--- src/rtl/simd_seq_pkg.sv ---
// simd_seq_pkg: opcodes, state codes and instruction field layout shared by the SIMD sequencer
package simd_seq_pkg;
  localparam int DEF_N = 16;
  localparam int DEF_CNTW = 16;
  localparam int OPC_LSB = 0;
  localparam int IDX_LSB = 3;
  localparam int LEN_LSB = 16;
  localparam int KEEP_BIT = 15;
  typedef enum logic [2:0] {
    OP_NOP, OP_LDB, OP_LDA, OP_MAC, OP_STORE, OP_CLR, OP_ILL, OP_HALT
  } opcode_e;
  typedef enum logic [1:0] {S_IDLE, S_EXEC, S_MAC, S_HALTED} state_e;
  localparam logic [1:0] ST_IDLE = 2'(S_IDLE);
  localparam logic [1:0] ST_EXEC = 2'(S_EXEC);
  localparam logic [1:0] ST_MAC  = 2'(S_MAC);
  localparam logic [1:0] ST_HALT = 2'(S_HALTED);
endpackage

--- src/rtl/simd_onehot_dec.sv ---
// simd_onehot_dec: row index to MSB-first one-hot (idx 0 -> bit N-1)
module simd_onehot_dec import simd_seq_pkg::*; #(
  parameter int N = DEF_N,
  localparam int LogN = $clog2(N)
) (
  input  logic [LogN-1:0] idx_i,
  output logic [N-1:0]    onehot_o
);
  localparam logic [N-1:0] Top = {1'b1, {(N-1){1'b0}}};
  assign onehot_o = Top >> idx_i;
endmodule

--- src/rtl/simd_seq_ctrl.sv ---
// simd_seq_ctrl: SIMD PE-array instruction sequencer; SIMD_SEQ_ACCUM_EN lets STORE keep=1 skip the multiplier reset
module simd_seq_ctrl import simd_seq_pkg::*; #(
  parameter int N = DEF_N,
  parameter int CNTW = DEF_CNTW,
  localparam int LogN = $clog2(N)
) (
  input  logic            CLK,
  input  logic            RSTN,
  input  logic [31:0]     INSTR,
  input  logic            INSTR_VALID,
  output logic            INSTR_READY,
  input  logic            ONSWT,
  output logic            OFFSWT,
  output logic            ERR,
  output logic            DONE,
  output logic            MATAB_MUX,
  output logic            DOUT_MUX,
  output logic [LogN-1:0] SEQ_A,
  output logic [LogN-1:0] SEQ_B,
  output logic [LogN-1:0] SEQ_DATC,
  output logic [N-1:0]    MAC_CTRL,
  output logic [N-1:0]    RST_MUL,
  output logic [N-1:0]    INC_PC,
  output logic [N-1:0]    MAT_MUX,
  output logic [N-1:0]    WRITE_MAT
);
  logic [1:0] state_q, state_d;
  logic [CNTW-1:0] cnt_q, cnt_d;
  logic [LogN-1:0] addr_c_q, addr_c_d, seq_a_q, seq_a_d, seq_b_q, seq_b_d, seq_c_q, seq_c_d;
  logic err_q, err_d, off_q, off_d, done_q, done_d, mab_q, mab_d, dout_q, dout_d;
  logic [N-1:0] mac_q, mac_d, rst_q, rst_d, mmux_q, mmux_d, wr_q, wr_d;
  opcode_e opc;
  logic [LogN-1:0] idx;
  logic [15:0] len_f;
  logic [CNTW-1:0] len;
  logic [N-1:0] onehot;
  logic keep, hs;
  logic unused_bits;
  assign opc = opcode_e'(INSTR[OPC_LSB +: 3]);
  assign idx = INSTR[IDX_LSB +: LogN];
  assign len_f = INSTR[LEN_LSB +: 16];
  assign len = len_f == '0 ? CNTW'(N) : CNTW'(len_f);
  assign unused_bits = ^INSTR[KEEP_BIT:IDX_LSB+LogN];
`ifdef SIMD_SEQ_ACCUM_EN
  assign keep = INSTR[KEEP_BIT];
`else
  assign keep = 1'b0;
`endif
  assign INSTR_READY = state_q == ST_IDLE && ONSWT && !off_q;
  assign hs = INSTR_VALID && INSTR_READY;
  simd_onehot_dec #(.N(N)) u_dec (.idx_i(idx), .onehot_o(onehot));
  // Pulse-type controls default to 0 each cycle; row selects and sticky flags hold.
  always_comb begin
    state_d = state_q;
    cnt_d = cnt_q;
    addr_c_d = addr_c_q;
    seq_a_d = seq_a_q;
    seq_b_d = seq_b_q;
    seq_c_d = seq_c_q;
    err_d = err_q;
    off_d = off_q;
    done_d = 1'b0;
    mab_d = 1'b0;
    dout_d = 1'b0;
    mac_d = '0;
    rst_d = '0;
    mmux_d = '0;
    wr_d = '0;
    case (state_q)
      ST_IDLE: if (hs) begin
        state_d = opc == OP_MAC ? ST_MAC : opc == OP_HALT ? ST_HALT : ST_EXEC;
        done_d = opc != OP_MAC || len == CNTW'(1);
        case (opc)
          OP_LDB: begin
            wr_d = onehot;
            seq_b_d = idx;
          end
          OP_LDA: begin
            wr_d = '1;
            mmux_d = '1;
            mab_d = 1'b1;
            seq_a_d = idx;
            addr_c_d = idx;
          end
          OP_MAC: begin
            mac_d = '1;
            cnt_d = len;
          end
          OP_STORE: begin
            dout_d = 1'b1;
            seq_c_d = addr_c_q;
            rst_d = keep ? '0 : '1;
          end
          OP_CLR: rst_d = '1;
          OP_ILL: err_d = 1'b1;
          OP_HALT: off_d = 1'b1;
          default: ;
        endcase
      end
      ST_EXEC: state_d = ST_IDLE;
      // cnt_q holds the number of MAC cycles left including the current one.
      ST_MAC: begin
        state_d = cnt_q == CNTW'(1) ? ST_IDLE : ST_MAC;
        cnt_d = cnt_q - CNTW'(1);
        mac_d = cnt_q == CNTW'(1) ? '0 : '1;
        done_d = cnt_q == CNTW'(2);
      end
      default: ;
    endcase
  end
  always_ff @(posedge CLK) begin
    if (!RSTN) begin
      state_q <= ST_IDLE;
      cnt_q <= '0;
      addr_c_q <= '0;
      seq_a_q <= '0;
      seq_b_q <= '0;
      seq_c_q <= '0;
      err_q <= 1'b0;
      off_q <= 1'b0;
      done_q <= 1'b0;
      mab_q <= 1'b0;
      dout_q <= 1'b0;
      mac_q <= '0;
      rst_q <= '1;
      mmux_q <= '0;
      wr_q <= '0;
    end else begin
      state_q <= state_d;
      cnt_q <= cnt_d;
      addr_c_q <= addr_c_d;
      seq_a_q <= seq_a_d;
      seq_b_q <= seq_b_d;
      seq_c_q <= seq_c_d;
      err_q <= err_d;
      off_q <= off_d;
      done_q <= done_d;
      mab_q <= mab_d;
      dout_q <= dout_d;
      mac_q <= mac_d;
      rst_q <= rst_d;
      mmux_q <= mmux_d;
      wr_q <= wr_d;
    end
  end
  assign OFFSWT = off_q;
  assign ERR = err_q;
  assign DONE = done_q;
  assign MATAB_MUX = mab_q;
  assign DOUT_MUX = dout_q;
  assign SEQ_A = seq_a_q;
  assign SEQ_B = seq_b_q;
  assign SEQ_DATC = seq_c_q;
  assign MAC_CTRL = mac_q;
  assign INC_PC = mac_q;
  assign RST_MUL = rst_q;
  assign MAT_MUX = mmux_q;
  assign WRITE_MAT = wr_q;
endmodule

--- config.mk ---
export PLATFORM = sky130hd
export DESIGN_NAME = simd_seq_ctrl
export DESIGN_NICKNAME = d
export VERILOG_FILES = /design/src/rtl/simd_seq_pkg.sv /design/src/rtl/simd_onehot_dec.sv /design/src/rtl/simd_seq_ctrl.sv
export SDC_FILE = /design/constraint.sdc
export NUM_CORES = 1
export LEC_CHECK = 0
export BUFFER_PORTS_ARGS = -buffer_cell sky130_fd_sc_hd__buf_2
export CORE_UTILIZATION = 50
export CTS_BUF_LIST = sky130_fd_sc_hd__clkbuf_4
export DETAILED_ROUTE_END_ITERATION = 8
export GPL_TIMING_DRIVEN = 0
export PLACE_DENSITY_LB_ADDON = 0.2
export SYNTH_ARGS = -nofsm -noshare
export SYNTH_HDL_FRONTEND = slang
export SYNTH_HIERARCHICAL = 1
export SYNTH_SLANG_ARGS = --single-unit
--- constraint.sdc ---
create_clock -name CLK -period 3 [get_ports CLK]
set_clock_uncertainty 0.1 [all_clocks]
set_input_delay 0.6 -clock CLK [delete_from_list [all_inputs] [get_ports CLK]]
set_output_delay 0.6 -clock CLK [all_outputs]
set_load 0.02 [all_outputs]
==> results by group <==
Synth
  – Synth Flop Type: dfxtp_1
  – Top cell type by total area after synthesis: dfxtp_1
  – Synthesized net count: 416
  – Sequential area share after synthesis: 33.31%
  – Synth top area share: 33.31%
  – Async S/R FF share, synth: 0%
  – Synth Instances: 374
  – Number of synthesized register bits: 53
  – Synthesized area per cell: 8.518 um^2
  – Synth top area cells: dfxtp_1 33%, buf_4 16%, nand2_1 6.1%, mux2i_1 4.1%, nor2_1 3.3%
  – Post-synth EDFFs: 0
  – Synth unique cells: 62
  – Post-Syn Area: about 3200 um^2
  – Yosys warning count: 6

Critical path
  – Slowest stage cell, crit path: nor4b_1
  – Buf/Inv on CP: 1
  – Crit path kind: flip-flop to flip-flop
  – Required @ worst endpoint: 3.24 ns
  – CP max FO: 5
  – Crit end category: flip-flop
  – Slowest Stage Delay on Critical Path: between 0.6 and 0.7 ns
  – CP arrival: 2.73 ns
  – Worst path cell trace: inv_1 > ha_1 > nor4b_1 > a31oi_1 > or4_1 > a21oi_1
  – CP delay by family, top: simple AND/OR/NAND/NOR gates
  – Crit start category: flip-flop

Timing
  – Fin. Hold Viols: 0
  – Fin Setup TNS: 0 ns
  – Min Tclk post-route: between 2 and 2.5 ns
  – Unrepaired setup endpoints after global routing: no
  – Final Setup Violations: 0
  – Setup ws final: 0.5036 ns
  – Slew @ Worst Pin: 0.9738 ns
  – Achievable clock frequency: 400.6 MHz
  – Final Max Tran Viols: 0
  – Period utilisation layout: 83.21%
  – Worst rel slew slack: 34.99%

Place
  – Gp weighted congestion: approximately 0.92
  – Placement Setup Slack: 0.5415 ns
  – Number of I/O port buffers: ~120
  – HPWL after DPL: 5895 um

Layout
  – Ratio of cells with drive above 1 in the final layout: 43.14%
  – Final nets: 544
  – Final core occ: 65.57%
  – Area growth syn-to-layout: 24.04%
  – ANT cells: 0

Power and ir drop
  – Part of the power in combinational logic: between 50% and 60%
  – VDD IR max: 0.3526 mV
  – Internal power: 1.391 mW
  – Reg power frac: roughly a third
  – PwrDens: 631.1 nW/um^2
  – Tot Pwr: 2.494 mW
  – Switching share of power: 44.22%
  – Clock share of power: between 10% and 20%
  – Sw Pwr: 1.103 mW
  – LEAKAGE: between 2 and 2.5 nW

Clock tree
  – Worst-path clk slew: between 0.15 and 0.2 ns
  – # hold bufs at CTS: 0
  – Post-CTS Setup Bufs: 0
  – CTS-repair resized insts: 0
  – H-tree depth: 2
  – Clock latency on the worst-skew pair: 0.39 ns
  – CTS tree: yes
  – Root Driver: clkbuf_4
  – CTS Buf Count: 5
  – Longest Clk Path Bufs: 2
  – Sink Count: 53

Route
  – Vias per cell: around 5.3
  – WL final: 8052 um
  – Post-route ant nets: 0
  – DRT iter0 DRCs: 269
  – DRC: 0
  – Via count: 3,072
  – WL/cell: ~14 um
  – DRT Pass-1 Iters: 5

Floorplan
  – Initial Utilization: 52.87%
  – Num ports: 134
  – Die Y-Extent: 81.82 um
  – Die ar.: 6695 um^2
  – Core Region: 6026 um^2
  – Die span in x: around 80 um
  – Standard-cell row count: 28

GRT
  – GRT Residual Overflow: 0
  – Total GRT Usage: 23.55%
  – Vias in the first global route: 2,600
  – First-pass GRT wire length: roughly 12,000 um
  – Largest net degree at the start of global routing: 33
  – Initial antenna violation count: 0

Run
  – Max cap viols: 0

Min path
  – Hold Path Class: flip-flop to flip-flop

Run status
  – Outcome: complete, no violations
==> registers in the layout, indices dropped and copies added, names as in the netlist <==
register	cells
MAT_MUX	1
SEQ_B	4
RST_MUL	1
DOUT_MUX	1
OFFSWT	1
SEQ_DATC	4
cnt_q	16
INC_PC	1
state_q	2
SEQ_A	4
DONE	1
ERR	1
WRITE_MAT	16
==> final timing paths <==
path	from	endpoint	slack, ns	cells past startpoint
setup / recovery	cnt_q[0]	cnt_q[12]	0.50	6
hold / removal	cnt_q[10]	cnt_q[10]	0.40	2
setup reg to reg	cnt_q[0]	cnt_q[12]	0.50	6
hold reg to reg	cnt_q[10]	cnt_q[10]	0.40	2
==> through the flow <==
stage	area (um^2)	instances	hold WS [ns]
3_3_place_gp	3885	570	0.3676
5_1_grt	3951	578	0.4035
2_1_floorplan	3186	374	0.3592
6_report	3951	578	0.4010
3_5_place_dp	3885	570	0.3720
4_1_cts	3951	578	0.3968
==> power by group through the flow <==
stage	combinational [mW]	clock [mW]	sequential [mW]
after floorplan	0.926	0	0.861
after global placement	1.24	0	0.859
after detailed placement	1.26	0	0.863
after CTS	1.26	0.371	0.848
after global routing	1.39	0.399	0.862
final	1.28	0.362	0.849
==> metal layers <==
metal | routed length (um) | GRT usage, % | part of all wire, %
met4 | 99 | 7.193 | 1.2
met3 | 603 | 4.889 | 7.5
met2 | 3975 | 38.51 | 49
met5 | 0 | 0 | 0
met1 | 3372 | 30.89 | 42
==> worst register-to-register path: cells and delay by family (launching register included) <==
| family | cells | cell delay [ns] |
|---|---|---|
| simple gates | 2 | 1.17 |
| compound gates | 2 | 0.42 |
| flops | 1 | 0.39 |
| fa+ha+maj | 1 | 0.24 |
| buf+inv | 1 | 0.14 |
==> cell type report <==
class	count	area, um^2
Clock buffer	5	37.54
Clock inverter	3	28.78
Fill cell	544	2074
Tap cell	75	93.84
Sequential cell	53	1061
Timing Repair Buffer	121	605.6
Inverter	8	30.03
Multi-Input combinational cell	230	1513
Buffer	83	581.8
==> synthesized netlist by cell type (4+ instances only) <==
| library cell | n |
|---|---|
| dfxtp_1 | 53 |
| nor2_1 | 28 |
| nand3b_1 | 4 |
| nor3_1 | 8 |
| buf_4 | 67 |
| mux2i_1 | 13 |
| and4b_1 | 5 |
| inv_1 | 8 |
| a21oi_1 | 16 |
| ha_1 | 6 |
| and4bb_2 | 4 |
| nor4b_2 | 5 |
| nor4_1 | 5 |
| nand3_1 | 4 |
| nand2_1 | 52 |
| a31oi_1 | 8 |
| o21ai_0 | 11 |
| clkbuf_1 | 10 |
==> kinds of logic (layout without fill, tap and decap cells) <==
family                   count (synthesis)  after routing  synth area share (%)
AND/OR/NAND/NOR                        145            145                 27.02
AO/OA/AOI/OAI                           64             64                 13.39
multiplexers                            14             14                 4.438
buffers and inverters                   91            220                 19.21
adder cells (fa/ha/maj)                  6              6                 2.357
XOR/XNOR                                 1              1                0.2750
flip-flops                              53             53                 33.31
==> layout by cell type (no fill, tap or decap), types with 10 or more instances in the layout <==
cell type / n
mux2i_1: 13
nor2_1: 28
buf_2: 124
a21oi_1: 16
clkbuf_1: 10
buf_4: 67
dfxtp_1: 53
nand2_1: 52
o21ai_0: 11
No activity file was read; power rests on OpenSTA's default activity.
